<file path="src/rtl/eth_pkg.sv">
// Shared Ethernet constants, RX FSM state type and RX_STATUS bit positions.
package eth_pkg;
  localparam logic [7:0]  PREAMBLE_BYTE = 8'h55;
  localparam logic [7:0]  SFD_BYTE      = 8'hD5;
  localparam logic [31:0] CRC_POLY      = 32'hEDB88320;
  localparam logic [31:0] CRC_INIT      = 32'hFFFFFFFF;
  localparam logic [31:0] CRC_RESIDUE   = 32'hDEBB20E3;

  localparam int ST_CRC  = 0;
  localparam int ST_RUNT = 1;
  localparam int ST_OVER = 2;
  localparam int ST_RXER = 3;

  typedef enum logic [1:0] {WAIT_IDLE, IDLE, PREAMBLE, DATA} rx_state_e;
endpackage

</file>
<file path="src/rtl/rx_mac_if.sv">
// GMII receive inputs and the forwarded frame stream with end-of-frame status.
interface rx_mac_if;
  logic [7:0]  GMII_RXD;
  logic        GMII_RX_DV;
  logic        GMII_RX_ER;
  logic [7:0]  RX_DATA;
  logic        RX_VALID;
  logic        RX_SOF;
  logic        RX_DONE;
  logic [10:0] RX_LEN;
  logic [3:0]  RX_STATUS;
  logic        RX_BUSY;

  // master: the MAC, consuming GMII and producing the frame stream
  modport master (input GMII_RXD, GMII_RX_DV, GMII_RX_ER,
                  output RX_DATA, RX_VALID, RX_SOF, RX_DONE, RX_LEN, RX_STATUS, RX_BUSY);
  modport slave  (output GMII_RXD, GMII_RX_DV, GMII_RX_ER,
                  input RX_DATA, RX_VALID, RX_SOF, RX_DONE, RX_LEN, RX_STATUS, RX_BUSY);
endinterface

</file>
<file path="src/rtl/crc32_d8.sv">
// Combinational CRC-32 (reflected) next state for one byte, LSB first.
module crc32_d8 import eth_pkg::*; (
  input  logic [31:0] i_crc,
  input  logic [7:0]  i_data,
  output logic [31:0] o_crc
);
  always_comb begin
    o_crc = i_crc;
    for (int i = 0; i < 8; i++)
      o_crc = (o_crc[0] ^ i_data[i]) ? ((o_crc >> 1) ^ CRC_POLY) : (o_crc >> 1);
  end
endmodule

</file>
<file path="src/rtl/rx_mac.sv">
// GMII receive MAC: preamble/SFD detection, CRC check, length checks and a
// 4-byte delay line that strips the FCS from the forwarded stream.
module rx_mac import eth_pkg::*; #(
  parameter int MIN_LEN = 64,
  parameter int MAX_LEN = 1518
) (
  input  logic     RX_CLK,
  input  logic     SYS_RST_N,
  rx_mac_if.master bus
);
  localparam logic [10:0] MIN_L   = 11'(MIN_LEN);
  localparam logic [10:0] MAX_L   = 11'(MAX_LEN);
  localparam logic [10:0] LEN_SAT = '1;

  rx_state_e       r_state;
  logic [2:0]      r_pre_cnt;
  logic [31:0]     r_crc;
  logic [10:0]     r_cnt;
  logic            r_er;
  logic [3:0][7:0] r_dly;
  logic [31:0]     w_crc_nxt;
  logic            w_fwd;
  logic [3:0]      w_status;

  crc32_d8 u_crc (.i_crc(r_crc), .i_data(bus.GMII_RXD), .o_crc(w_crc_nxt));

  // r_cnt is the index of the byte being sampled; the byte 4 behind it leaves
  // only when another byte arrives, so the FCS is never forwarded.
  assign w_fwd = (r_cnt >= 11'd4) && (r_cnt < MAX_L);

  always_comb begin
    w_status           = '0;
    w_status[ST_CRC]   = (r_crc != CRC_RESIDUE);
    w_status[ST_RUNT]  = (r_cnt < MIN_L);
    w_status[ST_OVER]  = (r_cnt > MAX_L);
    w_status[ST_RXER]  = r_er;
  end

  always_ff @(posedge RX_CLK or negedge SYS_RST_N) begin
    if (!SYS_RST_N) begin
      r_state       <= WAIT_IDLE;
      r_pre_cnt     <= '0;
      r_crc         <= '0;
      r_cnt         <= '0;
      r_er          <= 1'b0;
      r_dly         <= '0;
      bus.RX_DATA   <= '0;
      bus.RX_VALID  <= 1'b0;
      bus.RX_SOF    <= 1'b0;
      bus.RX_DONE   <= 1'b0;
      bus.RX_LEN    <= '0;
      bus.RX_STATUS <= '0;
      bus.RX_BUSY   <= 1'b0;
    end else begin
      bus.RX_VALID <= 1'b0;
      bus.RX_SOF   <= 1'b0;
      bus.RX_DONE  <= 1'b0;
      case (r_state)
        WAIT_IDLE: if (!bus.GMII_RX_DV) r_state <= IDLE;
        IDLE: begin
          if (bus.GMII_RX_ER) r_state <= WAIT_IDLE;
          else if (bus.GMII_RX_DV) begin
            if (bus.GMII_RXD == PREAMBLE_BYTE) begin
              r_state     <= PREAMBLE;
              r_pre_cnt   <= 3'd1;
              bus.RX_BUSY <= 1'b1;
            end else r_state <= WAIT_IDLE;
          end
        end
        PREAMBLE: begin
          if (!bus.GMII_RX_DV) begin
            r_state     <= IDLE;
            bus.RX_BUSY <= 1'b0;
          end else if (bus.GMII_RX_ER) begin
            r_state     <= WAIT_IDLE;
            bus.RX_BUSY <= 1'b0;
          end else if (bus.GMII_RXD == SFD_BYTE) begin
            r_state <= DATA;
            r_crc   <= CRC_INIT;
            r_cnt   <= '0;
            r_er    <= 1'b0;
          end else if (bus.GMII_RXD == PREAMBLE_BYTE && r_pre_cnt < 3'd7) begin
            r_pre_cnt <= r_pre_cnt + 3'd1;
          end else begin
            r_state     <= WAIT_IDLE;
            bus.RX_BUSY <= 1'b0;
          end
        end
        DATA: begin
          if (!bus.GMII_RX_DV) begin
            r_state       <= IDLE;
            bus.RX_BUSY   <= 1'b0;
            bus.RX_DONE   <= 1'b1;
            bus.RX_LEN    <= r_cnt;
            bus.RX_STATUS <= w_status;
          end else begin
            r_crc <= w_crc_nxt;
            if (r_cnt != LEN_SAT) r_cnt <= r_cnt + 11'd1;
            if (bus.GMII_RX_ER) r_er <= 1'b1;
            r_dly <= {r_dly[2:0], bus.GMII_RXD};
            if (w_fwd) begin
              bus.RX_VALID <= 1'b1;
              bus.RX_DATA  <= r_dly[3];
              bus.RX_SOF   <= (r_cnt == 11'd4);
            end
          end
        end
        default: r_state <= WAIT_IDLE;
      endcase
    end
  end
endmodule

</file>
<file path="src/flat_wrapper.sv">
// flat-port wrapper written by rule: the top's interface ports become plain ports
module rx_mac_flat import eth_pkg::*;
#(
  parameter int MIN_LEN = 64,
  parameter int MAX_LEN = 1518
)
  (RX_CLK, SYS_RST_N, bus_GMII_RXD, bus_GMII_RX_DV, bus_GMII_RX_ER, bus_RX_DATA, bus_RX_VALID, bus_RX_SOF, bus_RX_DONE, bus_RX_LEN, bus_RX_STATUS, bus_RX_BUSY);
  rx_mac_if bus_i ();
  input  logic RX_CLK;
  input  logic SYS_RST_N;
  input wire logic [$bits(bus_i.GMII_RXD)-1:0] bus_GMII_RXD;
  input wire logic [$bits(bus_i.GMII_RX_DV)-1:0] bus_GMII_RX_DV;
  input wire logic [$bits(bus_i.GMII_RX_ER)-1:0] bus_GMII_RX_ER;
  output wire logic [$bits(bus_i.RX_DATA)-1:0] bus_RX_DATA;
  output wire logic [$bits(bus_i.RX_VALID)-1:0] bus_RX_VALID;
  output wire logic [$bits(bus_i.RX_SOF)-1:0] bus_RX_SOF;
  output wire logic [$bits(bus_i.RX_DONE)-1:0] bus_RX_DONE;
  output wire logic [$bits(bus_i.RX_LEN)-1:0] bus_RX_LEN;
  output wire logic [$bits(bus_i.RX_STATUS)-1:0] bus_RX_STATUS;
  output wire logic [$bits(bus_i.RX_BUSY)-1:0] bus_RX_BUSY;
  assign bus_i.GMII_RXD = bus_GMII_RXD;
  assign bus_i.GMII_RX_DV = bus_GMII_RX_DV;
  assign bus_i.GMII_RX_ER = bus_GMII_RX_ER;
  assign bus_RX_DATA = bus_i.RX_DATA;
  assign bus_RX_VALID = bus_i.RX_VALID;
  assign bus_RX_SOF = bus_i.RX_SOF;
  assign bus_RX_DONE = bus_i.RX_DONE;
  assign bus_RX_LEN = bus_i.RX_LEN;
  assign bus_RX_STATUS = bus_i.RX_STATUS;
  assign bus_RX_BUSY = bus_i.RX_BUSY;
  rx_mac #(.MIN_LEN(MIN_LEN), .MAX_LEN(MAX_LEN)) u_core (.RX_CLK(RX_CLK), .SYS_RST_N(SYS_RST_N), .bus(bus_i));
endmodule
</file>
<file path="config.mk">
export PLATFORM = sky130hd
export DESIGN_NAME = rx_mac_flat
export DESIGN_NICKNAME = d
export VERILOG_FILES = /design/src/rtl/eth_pkg.sv /design/src/rtl/rx_mac_if.sv /design/src/rtl/crc32_d8.sv /design/src/rtl/rx_mac.sv /design/src/flat_wrapper.sv
export SDC_FILE = /design/constraint.sdc
export NUM_CORES = 1
export LEC_CHECK = 0
export BUFFER_PORTS_ARGS = -buffer_cell sky130_fd_sc_hd__buf_2
export CAP_MARGIN = 10
export CORE_MARGIN = 10
export CORE_UTILIZATION = 45
export DETAILED_ROUTE_END_ITERATION = 6
export HOLD_SLACK_MARGIN = 0.02
export PLACE_DENSITY = 0.73
export SYNTH_ARGS = -nofsm -noshare
export SYNTH_HDL_FRONTEND = slang
export SYNTH_SLANG_ARGS = --single-unit
</file>
<file path="constraint.sdc">
create_clock -name RX_CLK -period 2.2 [get_ports RX_CLK]
set_clock_uncertainty 0.15 [all_clocks]
set_input_delay 0.33 -clock RX_CLK [delete_from_list [all_inputs] [get_ports RX_CLK]]
set_output_delay 0.33 -clock RX_CLK [all_outputs]
set_load 0.005 [all_outputs]
</file>
Yosys cells after proc, flatten, opt, wreduce, memory -nomap -nowiden
Cells that the tools add are included.
Word-level totals
  flip-flop bits (word level): 108
  bits of input ports: 12
  logic and storage cells: 140
Operators by class
  add/subtract/negate cells: 2
  magnitude comparators: 5
  eq/ne operators: 25
  mux-type cells: 59
  bitwise operators: 17
  reduce and logical (&&, ||, !) cells: 16
Operator list (count)
  $mux W32: 12
  $not A13 Y14: 8
  $pmux W32 S2: 1
  $mux W11: 5
  $ne A32 B32 Y1 const B: 1
  $pmux W11 S2: 1
  $mux W1: 21
  $mux W3: 7
  $ne A2 B2 Y1 const B: 9
  $mux W2: 8
  $reduce_and A6 Y1: 2
  $add A11 B1 Y11 const B: 1
  $eq A11 B3 Y1 const B: 1
  $ge A11 B3 Y1 const B: 1
  $gt A11 B11 Y1 const B: 1
  $lt A11 B11 Y1 const B: 1
  $lt A11 B7 Y1 const B: 1
  $ne A11 B11 Y1 const B: 1
  $eq A8 B7 Y1 const B: 1
  $eq A8 B8 Y1 const B: 1
  $ne A2 B1 Y1 const B: 4
  $ne A4 B4 Y1 const B: 2
  $reduce_and A8 Y1: 1
  $xor A1 B1 Y1: 8
  20 further kinds: 25

Logic depth before layout (Yosys ltp)
Gate-level depths: netlist of the first run.
  depth after elaboration: 18
  depth in mapped cells: 10
  mapped depth without buffers: 7

Modules after synthesis
Synthesis of the first run repeated with hierarchy kept, for this count alone.
Unflattened totals
  cell total of the unflattened synthesis: 424
  area, all modules: 5610.4 um^2
Modules (own cells, without submodules)
  rx_mac: instances 1, cells an instance 355, area each 4650.7 um^2
  crc32_d8: instances 1, cells an instance 69, area each 959.7 um^2

Least setup slack after synthesis of the first run
Ideal clock, no wire load.
  path type: register -> register
  start: reg u_core.r_state[0]
  end: reg u_core.r_cnt[7]
  setup time: 0.127 ns
  arrival: 2.032 ns
  required time: 1.923 ns
  setup slack: -0.109 ns
  cell stages (with the launch flop): 9
  cell sequence: dfrtp_1 > inv_1 > ha_1 > and3b_1 > buf_2 > nand4_4 > a211oi_1 > and3_1 > mux2_1
On the way
  longest elaborated chain between the ends: 3
  elaborated cells on any way between the ends: 10
RTL lines
  from (decl): RTL line rx_mac.sv:15  | rx_state_e r_state;
  from (signal assigned): RTL line rx_mac.sv:41  | r_state <= WAIT_IDLE;
  from (signal assigned): RTL line rx_mac.sv:59  | WAIT_IDLE: if (!bus.GMII_RX_DV) r_state <= IDLE;
  from (signal assigned): RTL line rx_mac.sv:61  | if (bus.GMII_RX_ER) r_state <= WAIT_IDLE;
  $eq A2 B2 Y1: RTL line rx_mac.sv:58  | case (r_state)
  $ne A2 B1 Y1 (no source line) (tied with other cells)
  $reduce_and A6 Y1 (no source line)
  to (signal assigned): RTL line rx_mac.sv:98  | if (r_cnt != LEN_SAT) r_cnt <= r_cnt + 11'd1;
  to (decl): RTL line rx_mac.sv:18  | logic [10:0] r_cnt;
Parallel ways exist; a longest one is shown, timed or not.
A chain may end at the register's enable or synchronous reset.

Worst setup path in the final report of the first run
Same ends and word-level chain as after synthesis.

==> flow_summary.yaml, run 1 <==
timing:
  hold_ws_ns: 0.1430
  final.min_clock_period_ns: 2.139
  tightestPinTransition_ns: 0.4833
  final_setup_fails: 0
  final_hold_viol_count: 0
  unrepaired_setup_endpoints_after_global_routing: "true"
  timing.max_slew.rel_slack_pct: 67.78
  fmax_ghz: 0.4676
  finalCritPeriodShare_pct: 97.21
  timing.final.max_slew_violations: 0
  fin_setup_tns_ns: 0
logic_synthesis:
  synthesis.nets: 476
  post_synth_num_cell_types: 57
  syn_inst: 458
  netlist.top_cell.by_area: "dfrtp_1"
  ys.warnings.count: 0
  syn_avg_cell_area_um2: 11.86
  synth.top_cell.area_share_pct: 49.77
  synth_async_sr_flop_share_pct: 100.0
  dominantRegCellSynth: "dfrtp_1"
  synthTopCellsByArea: "dfrtp_1 50%, mux2_2 10%, xnor2_1 6.1%, nor2_1 2.9%, xor2_1 2.9%"
  post_synth_edffs: 0
  synth_seq_cells: 108
  cell_area_after_synthesis_um2: 5430
  synth_sequential_area_ratio_pct: 49.77
die:
  boundaryPins: 39
  die_area_um2: 16860
  die_height_um: 129.9
  die-width_um: 129.9
  placementRows: 40
  fp.coreArea_um2: 11910
  effective_utilization_at_floorplan_pct: 45.59
worst_setup_path:
  r2r-start: "u_core.r_state[0]"
  worstPathRequired_ns: 2.29
  setup.worst_path.class: "flop to flop"
  r2r.worst_path.cells: 7
  crit_path_max_fanout: 5
  crit-reg2reg-capture: "u_core.r_cnt[7]"
  worst_ep_arrival_time_ns: 2.23
  reg2reg_slack_ns: 0.06
  setup.worst_path.end_class: "flop"
  startpoint_type_of_the_worst_setup_path: "flop"
global_routing:
  first_global_vias: 3925
  grt_start_max_net_pins: 49
  grt_remaining_overflow: 0
  total_global_routing_track_utilization_pct: 15.20
  grt_antenna_before_repair: 0
  grt_first_pass_wirelength_mm: 20.33
placed_design:
  port-buffer-count: 38
  gp_routability_congestion: 0.8688
  detailed_place_hpwl_mm: 8.834
cells_and_area:
  nFillCells: 1041
  finish.utilization_pct: 54.59
  numnets_final: 557
  antenna-diode-count: 0
  area.growth.synth_to_final_pct: 19.75
  post_route_cells_drive_above_1_share_pct: 34.38
min_path:
  holdCritPathClass: "input pin to flop"
  endpoint_of_the_worst_hold_timing_path: "u_core.r_dly[6]"
  hp-start: "bus_GMII_RXD[6]"
  whs_path_depth: 2
routing:
  drt_first_pass_iters: 5
  drc_errors: 0
  routed_wirelength_mm: 12.01
  viasPerCell: 5.459
  avgRoutedWirePerCell_um: 17.37
  violation_count_after_the_first_detailed_route_iteration: 358
  antenna_violating_nets_post_route: 0
  routed-via-count: 3772
power_and_ir_drop:
  power_density_nw_per_um2: 659.1
  power.ir.vdd_worst_mv: 0.3597
  static-leakage-power_nw: 3.153
clock_tree:
  clock_tree.root_cell: "clkbuf_16"
  cts-buffers-inserted: 9
  clock_insertion_delay_worst_skew_ns: 0.35
  numClockSinks: 108
  clk_pin_slew_worst_paths_ns: 0.08
  tritoncts: "built"
  clock_tree.buffer_depth: 2
  h_tree_levels: 3
run:
  drv_cap: 0
run_status:
  run_status: "complete, no violations"
-- state kept, by name (all words and copies together) (netlist names) --
name                  flops
u_core.bus.RX_STATUS      4
u_core.r_pre_cnt          3
u_core.r_cnt             11
u_core.r_state            2
u_core.r_crc             32
u_core.bus.RX_SOF         1
u_core.bus.RX_VALID       1
u_core.r_er               1
u_core.bus.RX_LEN        11
u_core.bus.RX_DATA        8
u_core.bus.RX_BUSY        1
u_core.r_dly             32
u_core.bus.RX_DONE        1
-- layer usage --
layer / wire length [um] / vias to the layer above / global-route usage, % / part of all wire [%]
met1: 5221 / 1891 / 18.78 / 43
met3: 632 / 16 / 4.584 / 5.3
met5: 0 / - / 0 / 0
met2: 6002 / 82 / 24.57 / 50
met4: 149 / 0 / 5.754 / 1.2
li1: - / 1783 / - / -
-- power by group --
group / switching, mW / total (mW) / internal (mW)
combinational: 0.310 / 0.603 / 0.292
sequential: 0.0339 / 2.05 / 2.01
clock: 0.741 / 1.64 / 0.895
-- worst max path at each step --
stage,from,endpoint,cells past startpoint,slack [ns]
final,u_core.r_state[0],u_core.r_cnt[7],7,0.06
after global routing,u_core.r_state[0],u_core.r_cnt[7],7,-0.08
after CTS,u_core.r_state[0],u_core.r_crc[10],8,0.001
after detailed placement,u_core.r_state[0],u_core.r_cnt[7],7,0.003
after global placement,u_core.r_state[0],u_core.r_cnt[7],7,0.04
after floorplan,u_core.r_state[0],u_core.r_cnt[7],8,0.02
-- cell usage after synthesis, drive strengths merged (2+ instances only) --
cell type,instances
inv,9
nand2b,2
and4,3
a31oi,22
a41oi,3
nor4,6
clkbuf,11
xnor2,48
a21o,3
o21ai,15
nor2,42
a21oi,13
o31ai,3
a211oi,4
o41ai,2
buf,11
nand2,29
nor3b,2
ha,6
xnor3,3
nand4b,5
nand4,6
and3,3
xor2,22
dfrtp,108
o22a,3
nand3,6
nor2b,2
mux2,50
-- per-stage QoR --
stage / total power, mW / setup slack, ns / instance area (um2) / cells
after CTS: 4.312 / 0.001039 / 6432 / 686
after floorplan: 2.461 / 0.02448 / 5439 / 458
after global placement: 2.644 / 0.03939 / 6120 / 669
after detailed placement: 2.664 / 0.003374 / 6120 / 669
after global routing: 4.473 / -0.07580 / 6502 / 691
final: 4.286 / 0.06146 / 6502 / 691
-- area by class of cell --
class                   instances  area (um2)  area share [%]
clock buffers                  10       229.0           3.521
multi-input cells             320        2639           40.58
well taps                     147       183.9           2.829
inverters                       9       33.78          0.5195
flip-flops and latches        108        2703           41.56
repair buffers                 91       643.1           9.890
clock inverters                 6       71.32           1.097
-- cell families (layout without fill, tap and decap cells) --
family | Yosys count | count (layout) | synth area share, %
and+or+nand+nor | 114 | 115 | 11.13
DFF | 108 | 108 | 49.77
AOI/OAI and AO/OA | 75 | 75 | 9.286
xor gates and xnor gates | 73 | 73 | 15.55
muxes | 51 | 51 | 10.55
buffers and inverters | 31 | 116 | 2.327
adders and majority gates | 6 | 6 | 1.382
-- critical path: stages, from the launching register on --
cell      delay [ns]
dfrtp_1         0.44
inv_2           0.08
ha_2            0.19
and3b_2         0.23
nand4_4         0.13
a211oi_2        0.30
and3_1          0.20
mux2_1          0.31
-- what timing repair did --
| action | CTS | global route |
|---|---|---|
| buffers inserted | 0 | 4 |
| hold endpoints to repair | 31 | 0 |
| cloned | 0 | 1 |
| gates resized for setup | 1 | 6 |
| setup endpoints to repair | 1 | 45 |
| pin swaps | 0 | 4 |
| hold buffers | 1 | 0 |
-- cell usage in the layout (no fill, tap or decap), types with 4 or more instances in the layout --
master / instances
dfrtp_1: 108
buf_12: 4
inv_1: 8
nor4_1: 4
nor2_1: 41
xor2_1: 18
a21oi_1: 13
xnor2_2: 7
clkbuf_16: 9
buf_2: 37
nand4_1: 5
mux2_2: 48
buf_4: 49
xnor2_1: 38
nand3_1: 6
nand2_1: 27
ha_1: 4
a31oi_1: 22
o21ai_0: 13
nand4b_1: 5
No activity file was read; power rests on OpenSTA's default activity.
==> run 2, diff against run 1 <==
--- a/config.mk
+++ b/config.mk
@@ -11,7 +11,7 @@
 export CORE_UTILIZATION = 45
 export DETAILED_ROUTE_END_ITERATION = 6
 export HOLD_SLACK_MARGIN = 0.02
-export PLACE_DENSITY = 0.73
+export PLACE_DENSITY = 0.7
 export SYNTH_ARGS = -nofsm -noshare
 export SYNTH_HDL_FRONTEND = slang
 export SYNTH_SLANG_ARGS = --single-unit
==> constraint.sdc (replaced) <==
create_clock -name RX_CLK -period 2.05 [get_ports RX_CLK]
set_clock_uncertainty 0.15 [all_clocks]
set_input_delay 0.3075 -clock RX_CLK [delete_from_list [all_inputs] [get_ports RX_CLK]]
set_output_delay 0.3075 -clock RX_CLK [all_outputs]
set_load 0.005 [all_outputs]
==> run 2 against run 1 <==
Compared with the run above:
- the flow now finishes with violations (negative setup slack)
- non-clock buffer count increased by 17
- sequential power up 7%
- routed wire length is 3.1% higher
- total power rose by 16%
- clock power up 26%
- sequential share of layout area shrank 1.4 points
- flip-flop and latch count unchanged
- fmax is 2.4% higher
- combinational power is 17% higher
- critical path depth did not move
- first-iteration DRC count decreased by 38%
- global-route usage up 0.41 points
- critical path type unchanged
- largest power group unchanged
==> flow_summary.yaml, run 2 (synthesized netlist as in run 1, its figures left out) <==
power_and_ir_drop:
  power_density_nw_per_um2: 737.0
  p_total_mw: 4.969
  static-leakage-power_nw: 3.284
  power.ir.vdd_worst_mv: 0.4310
placed_design:
  port-buffer-count: 38
  placed_cells: 687
  post_dp_cell_area_um2: 6297
  detailed_place_hpwl_mm: 9.283
  gp_routability_congestion: 0.9033
die:
  die-width_um: 129.9
  die_area_um2: 16860
  placementRows: 40
  effective_utilization_at_floorplan_pct: 45.59
  boundaryPins: 39
  die_height_um: 129.9
  fp.coreArea_um2: 11910
timing:
  timing.max_slew.rel_slack_pct: 71.16
  final_critical_path_setup_slack_ns: -0.03921
  unrepaired_setup_endpoints_after_global_routing: "true"
  final_hold_viol_count: 0
  fmax_ghz: 0.4786
  timing.final.max_slew_violations: 0
  finalCritPeriodShare_pct: 101.9
  final_setup_fails: 1
  tightestPinTransition_ns: 0.4326
  final.min_clock_period_ns: 2.089
cells_and_area:
  seq_area_um2: 2705
  largest_registers: "u_core.r_crc (32), u_core.r_dly (32)"
  most-common-layout-cells: "106 x dfrtp_1, 65 x buf_4, 48 x mux2_2"
  post_route_cells_drive_above_1_share_pct: 37.03
  area_of_the_multi_input_gates_um2: 2683
  stdcell_area_um2: 6743
  finalNonFillerCells: 706
  layout.cells.most_common: "dfrtp_1"
  numnets_final: 573
  area.growth.synth_to_final_pct: 24.17
  antenna-diode-count: 0
  finish.utilization_pct: 56.61
  nFillCells: 994
run_status:
  run_status: "finished with violations"
  violations_in_the_final_reports: "negative setup slack"
run:
  drv_cap: 0
global_routing:
  total_global_routing_track_utilization_pct: 15.61
  first_global_vias: 4034
  grt_first_pass_wirelength_mm: 20.66
  grt_antenna_before_repair: 0
  grt_remaining_overflow: 0
  grt_start_max_net_pins: 37
routing:
  drt_first_pass_iters: 6
  routed-via-count: 3833
  avgRoutedWirePerCell_um: 17.53
  drc_errors: 0
  viasPerCell: 5.429
  violation_count_after_the_first_detailed_route_iteration: 222
  antenna_violating_nets_post_route: 0
  routed_wirelength_mm: 12.37
clock_tree:
  h_tree_levels: 3
  tritoncts: "built"
  clock_tree.root_cell: "clkbuf_16"
  clock_insertion_delay_worst_skew_ns: 0.35
  cts-buffers-inserted: 9
  clk_pin_slew_worst_paths_ns: 0.07
  numClockSinks: 108
  clock_tree.buffer_depth: 2
worst_setup_path:
  setup.worst_path.end_class: "flop"
  startpoint_type_of_the_worst_setup_path: "flop"
  crit_path_max_fanout: 7
  worst_ep_arrival_time_ns: 2.17
  setup.worst_path.class: "flop to flop"
  worstPathRequired_ns: 2.13
min_path:
  holdCritPathClass: "input pin to flop"
==> run 2: cell types whose count changed in the layout (fill, tap and decap cells not counted), moves of 2 or more <==
cell       before  now
buf_4          49   65
xnor2_4         3    5
bufinv_16       1    4
xnor2_2         7    5
dfrtp_2         0    2
a211oi_1        3    1
a211oi_2        1    3
dfrtp_1       108  106
nand2_2         2    0
==> run 2: critical path, stage by stage (launching register included) <==
cell	delay [ns]
dfrtp_1	0.41
inv_2	0.10
ha_4	0.14
and3b_2	0.22
nand4_4	0.14
a211oi_2	0.27
and3_1	0.24
mux2_4	0.31
==> run 2: power breakdown <==
| group | internal (mW) | leakage, nW | total [mW] | switching [mW] |
|---|---|---|---|---|
| Sequential | 2.16 | 1.49 | 2.19 | 0.0321 |
| Clock | 1.31 | 0.173 | 2.07 | 0.765 |
| Combinational | 0.357 | 1.62 | 0.703 | 0.346 |
==> run 2: what timing repair did <==
action,CTS,global route
setup buffers,2,1
pin swaps,4,5
endpoints found under the hold margin,29,0
endpoints found under the setup margin,2,37
hold buffers,1,0
resized for setup,2,11
==> run 2: routing by layer <==
| layer | vias up | GRT usage, % | wire [um] | share of wire (%) |
|---|---|---|---|---|
| met3 | 18 | 4.178 | 534 | 4.3 |
| met5 | - | 0 | 0 | 0 |
| met2 | 86 | 25.98 | 6164 | 50 |
| met1 | 1925 | 19.24 | 5447 | 44 |
| met4 | 0 | 5.225 | 227 | 1.8 |
| li1 | 1804 | - | - | - |
==> run 2: path summary, 6_finish.rpt <==
path / startpoint / depth (start not counted) / endpoint / slack [ns]
worst min register to register: u_core.bus.RX_STATUS[2] / 2 / u_core.bus.RX_STATUS[2] / 0.32
max in group asynchronous: SYS_RST_N / 3 / u_core.r_dly[1] / 0.92
worst min-delay path: bus_GMII_RXD[4] / 2 / u_core.r_dly[4] / 0.13
worst max register to register: u_core.r_state[0] / 7 / u_core.r_cnt[7] / -0.04
worst max-delay path: u_core.r_state[0] / 7 / u_core.r_cnt[7] / -0.04
min in group asynchronous: SYS_RST_N / 2 / u_core.r_dly[2] / 0.28
==> run 2: area by class of cell <==
| type | count | area share (%) |
|---|---|---|
| tap | 147 | 2.728 |
| timing repair buffer | 108 | 11.62 |
| clock inverter | 5 | 1.856 |
| inverter | 9 | 0.5010 |
| sequential | 108 | 40.12 |
| clock buffer | 10 | 3.396 |
| multi-input combinational | 319 | 39.78 |
==> run 2: stage by stage <==
| stage | TNS [ns] | setup WS, ns | hold WS (ns) |
|---|---|---|---|
| 2_1_floorplan | -0.01672 | -0.01672 | -0.1381 |
| 3_3_place_gp | 0 | 0.01390 | 0.1159 |
| 3_5_place_dp | -0.02677 | -0.02677 | 0.1268 |
| 4_1_cts | -0.02348 | -0.02348 | 0.1057 |
| 5_1_grt | -0.5503 | -0.09794 | 0.1279 |
| 6_report | -0.03921 | -0.03921 | 0.1268 |
==> run 3, diff against run 2 <==
--- a/config.mk
+++ b/config.mk
@@ -12,6 +12,7 @@
 export DETAILED_ROUTE_END_ITERATION = 6
 export HOLD_SLACK_MARGIN = 0.02
 export PLACE_DENSITY = 0.7
+export REMOVE_ABC_BUFFERS = 1
 export SYNTH_ARGS = -nofsm -noshare
 export SYNTH_HDL_FRONTEND = slang
 export SYNTH_SLANG_ARGS = --single-unit
==> run 3 against run 2 <==
Compared with the run above:
- the flow still finishes with violations (negative setup slack)
- routed wire length grew 2.9%
- final cell count is 2.3% higher
- non-clock buffer count up 16
- global-route usage is 0.51 points lower
- via count up 2.2%
- flip-flop and latch count stayed put
- sequential share of layout area is 1.5 points lower
- first-iteration DRC count fell by 23%
- clock power decreased by 12%
- highest routed layer unchanged
==> flow_summary.yaml, run 3 (synthesized netlist as in run 1, its figures left out) <==
run_status:
  run_status: "finished with violations"
  violations_in_the_final_reports: "negative setup slack"
worst_setup_path:
  top_family_by_delay_on_critical_path: "simple AND/OR/NAND/NOR gates"
  worstPathRequired_ns: 2.14
  r2r-start: "u_core.r_state[0]"
  crit_path_cell_trace: "inv_2 > ha_4 > and3b_2 > nand4_4 > a211oi_4 > and3_1 > mux2_1"
  critical_path_buf_inv_count: 1
  worst_ep_arrival_time_ns: 2.18
  critPathLaunch: "u_core.r_state[0]"
  crit_path_top_delay_cell: "dfrtp_2"
  startpoint_type_of_the_worst_setup_path: "flop"
  crit_path_max_fanout: 3
  setup.worst_path.end_class: "flop"
  setup.worst_path.class: "flop to flop"
  peak_per_stage_delay_on_the_critical_path_ns: 0.45
run:
  drv_cap: 0
die:
  die-width_um: 129.9
  die_area_um2: 16860
  placementRows: 40
  fp.coreArea_um2: 11910
  boundaryPins: 39
  die_height_um: 129.9
  effective_utilization_at_floorplan_pct: 45.59
clock_tree:
  cts-buffers-inserted: 9
  clock_insertion_delay_worst_skew_ns: 0.35
  h_tree_levels: 3
  clock_tree.buffer_depth: 2
  clk_pin_slew_worst_paths_ns: 0.07
  clock_tree.root_cell: "clkbuf_16"
  tritoncts: "built"
  numClockSinks: 108
routing:
  wl_met1_mm: 5.537
  avgRoutedWirePerCell_um: 17.64
  highest_layer: "met4"
  antenna_violating_nets_post_route: 0
  drc_errors: 0
  violation_count_after_the_first_detailed_route_iteration: 171
  viasPerCell: 5.425
  met2RoutedLength_mm: 6.370
  routed-via-count: 3917
  met3WireLength_um: 624
  drt_first_pass_iters: 5
  routed_wirelength_mm: 12.74
cells_and_area:
  most-common-layout-cells: "105 x dfrtp_1, 73 x buf_4, 48 x mux2_2"
  post_route_cells_drive_above_1_share_pct: 40.52
  finalNonFillerCells: 722
  antenna-diode-count: 0
  layout.cells.most_common: "dfrtp_1"
  largest_registers: "u_core.r_crc (32), u_core.r_dly (32)"
  numnets_final: 589
  area.growth.synth_to_final_pct: 28.96
  nFillCells: 949
min_path:
  hp-start: "bus_GMII_RXD[4]"
  holdCritPathClass: "input pin to flop"
power_and_ir_drop:
  p_total_mw: 4.773
  static-leakage-power_nw: 3.376
  power.ir.vdd_worst_mv: 0.5609
  power_density_nw_per_um2: 681.6
global_routing:
  grt_first_pass_wirelength_mm: 20.18
  grt_remaining_overflow: 0
  first_global_vias: 4104
  grt_antenna_before_repair: 0
  total_global_routing_track_utilization_pct: 15.10
  grt_start_max_net_pins: 38
timing:
  fin_setup_tns_ns: -0.05912
  hold_ws_ns: 0.1261
  finalCritPeriodShare_pct: 102.1
  fmax_ghz: 0.4780
  final_critical_path_setup_slack_ns: -0.04217
  timing.max_slew.rel_slack_pct: 60.13
  final_hold_viol_count: 0
  timing.final.max_slew_violations: 0
  final.min_clock_period_ns: 2.092
  unrepaired_setup_endpoints_after_global_routing: "true"
  final_setup_fails: 3
  tightestPinTransition_ns: 0.5926
placed_design:
  detailed_place_hpwl_mm: 9.083
  placed_cells: 693
  port-buffer-count: 38
  gp_routability_congestion: 0.8858
  pre_cts_worst_setup_slack_ns: -0.1408
-- run 3: report_power, final --
group	switching (mW)	internal [mW]	total (mW)
Combinational	0.358	0.386	0.744
Clock	0.768	1.06	1.83
Sequential	0.0383	2.16	2.20
Total	1.16	3.61	4.77
-- run 3: area by class of cell --
cell class	instances	area, um2	share of cell area (%)
Inverter	9	33.78	0.4824
Tap cell	147	183.9	2.626
Multi-Input combinational cell	319	2771	39.57
Timing Repair Buffer	124	1001	14.29
Sequential cell	108	2706	38.65
Clock inverter	5	77.57	1.108
Clock buffer	10	229.0	3.270
-- run 3: repair_timing --
action                     CTS  global route
buffers inserted             2             8
hold buffers                 1             0
pin swaps                    4             8
setup endpoints to repair   13            49
gates resized for setup      6            31
cloned                       0             3
hold endpoints to repair    34             0
-- run 3: per-layer routing --
metal  vias to the layer above  GRT usage (%)
met1                      1946          18.12
met5                         -              0
met4                         0          5.159
li1                       1843              -
met2                       105          25.68
met3                        23          4.016
-- run 3: final timing paths --
check | depth (start not counted) | to | slack (ns)
setup / recovery | 7 | u_core.r_cnt[7] | -0.04
hold / removal | 2 | u_core.r_dly[4] | 0.13
setup reg to reg | 7 | u_core.r_cnt[7] | -0.04
hold reg to reg | 1 | u_core.bus.RX_STATUS[0] | 0.32
max in group asynchronous | 3 | u_core.r_crc[0] | 0.85
min in group asynchronous | 2 | u_core.bus.RX_DATA[6] | 0.32
-- run 3: metrics by stage --
stage	utilization, %	cell area [um2]
after floorplan	-	5338
after global placement	53.35	6355
after detailed placement	53.35	6355
after CTS	56.26	6701
after global routing	58.79	7003
final	58.79	7003
-- run 3: worst reg2reg max path, cell delays in order, from the launching register on --
cell and delay [ns]:
dfrtp_2 0.45, inv_2 0.10, ha_4 0.14, and3b_2 0.22
nand4_4 0.12, a211oi_4 0.28, and3_1 0.20, mux2_1 0.32
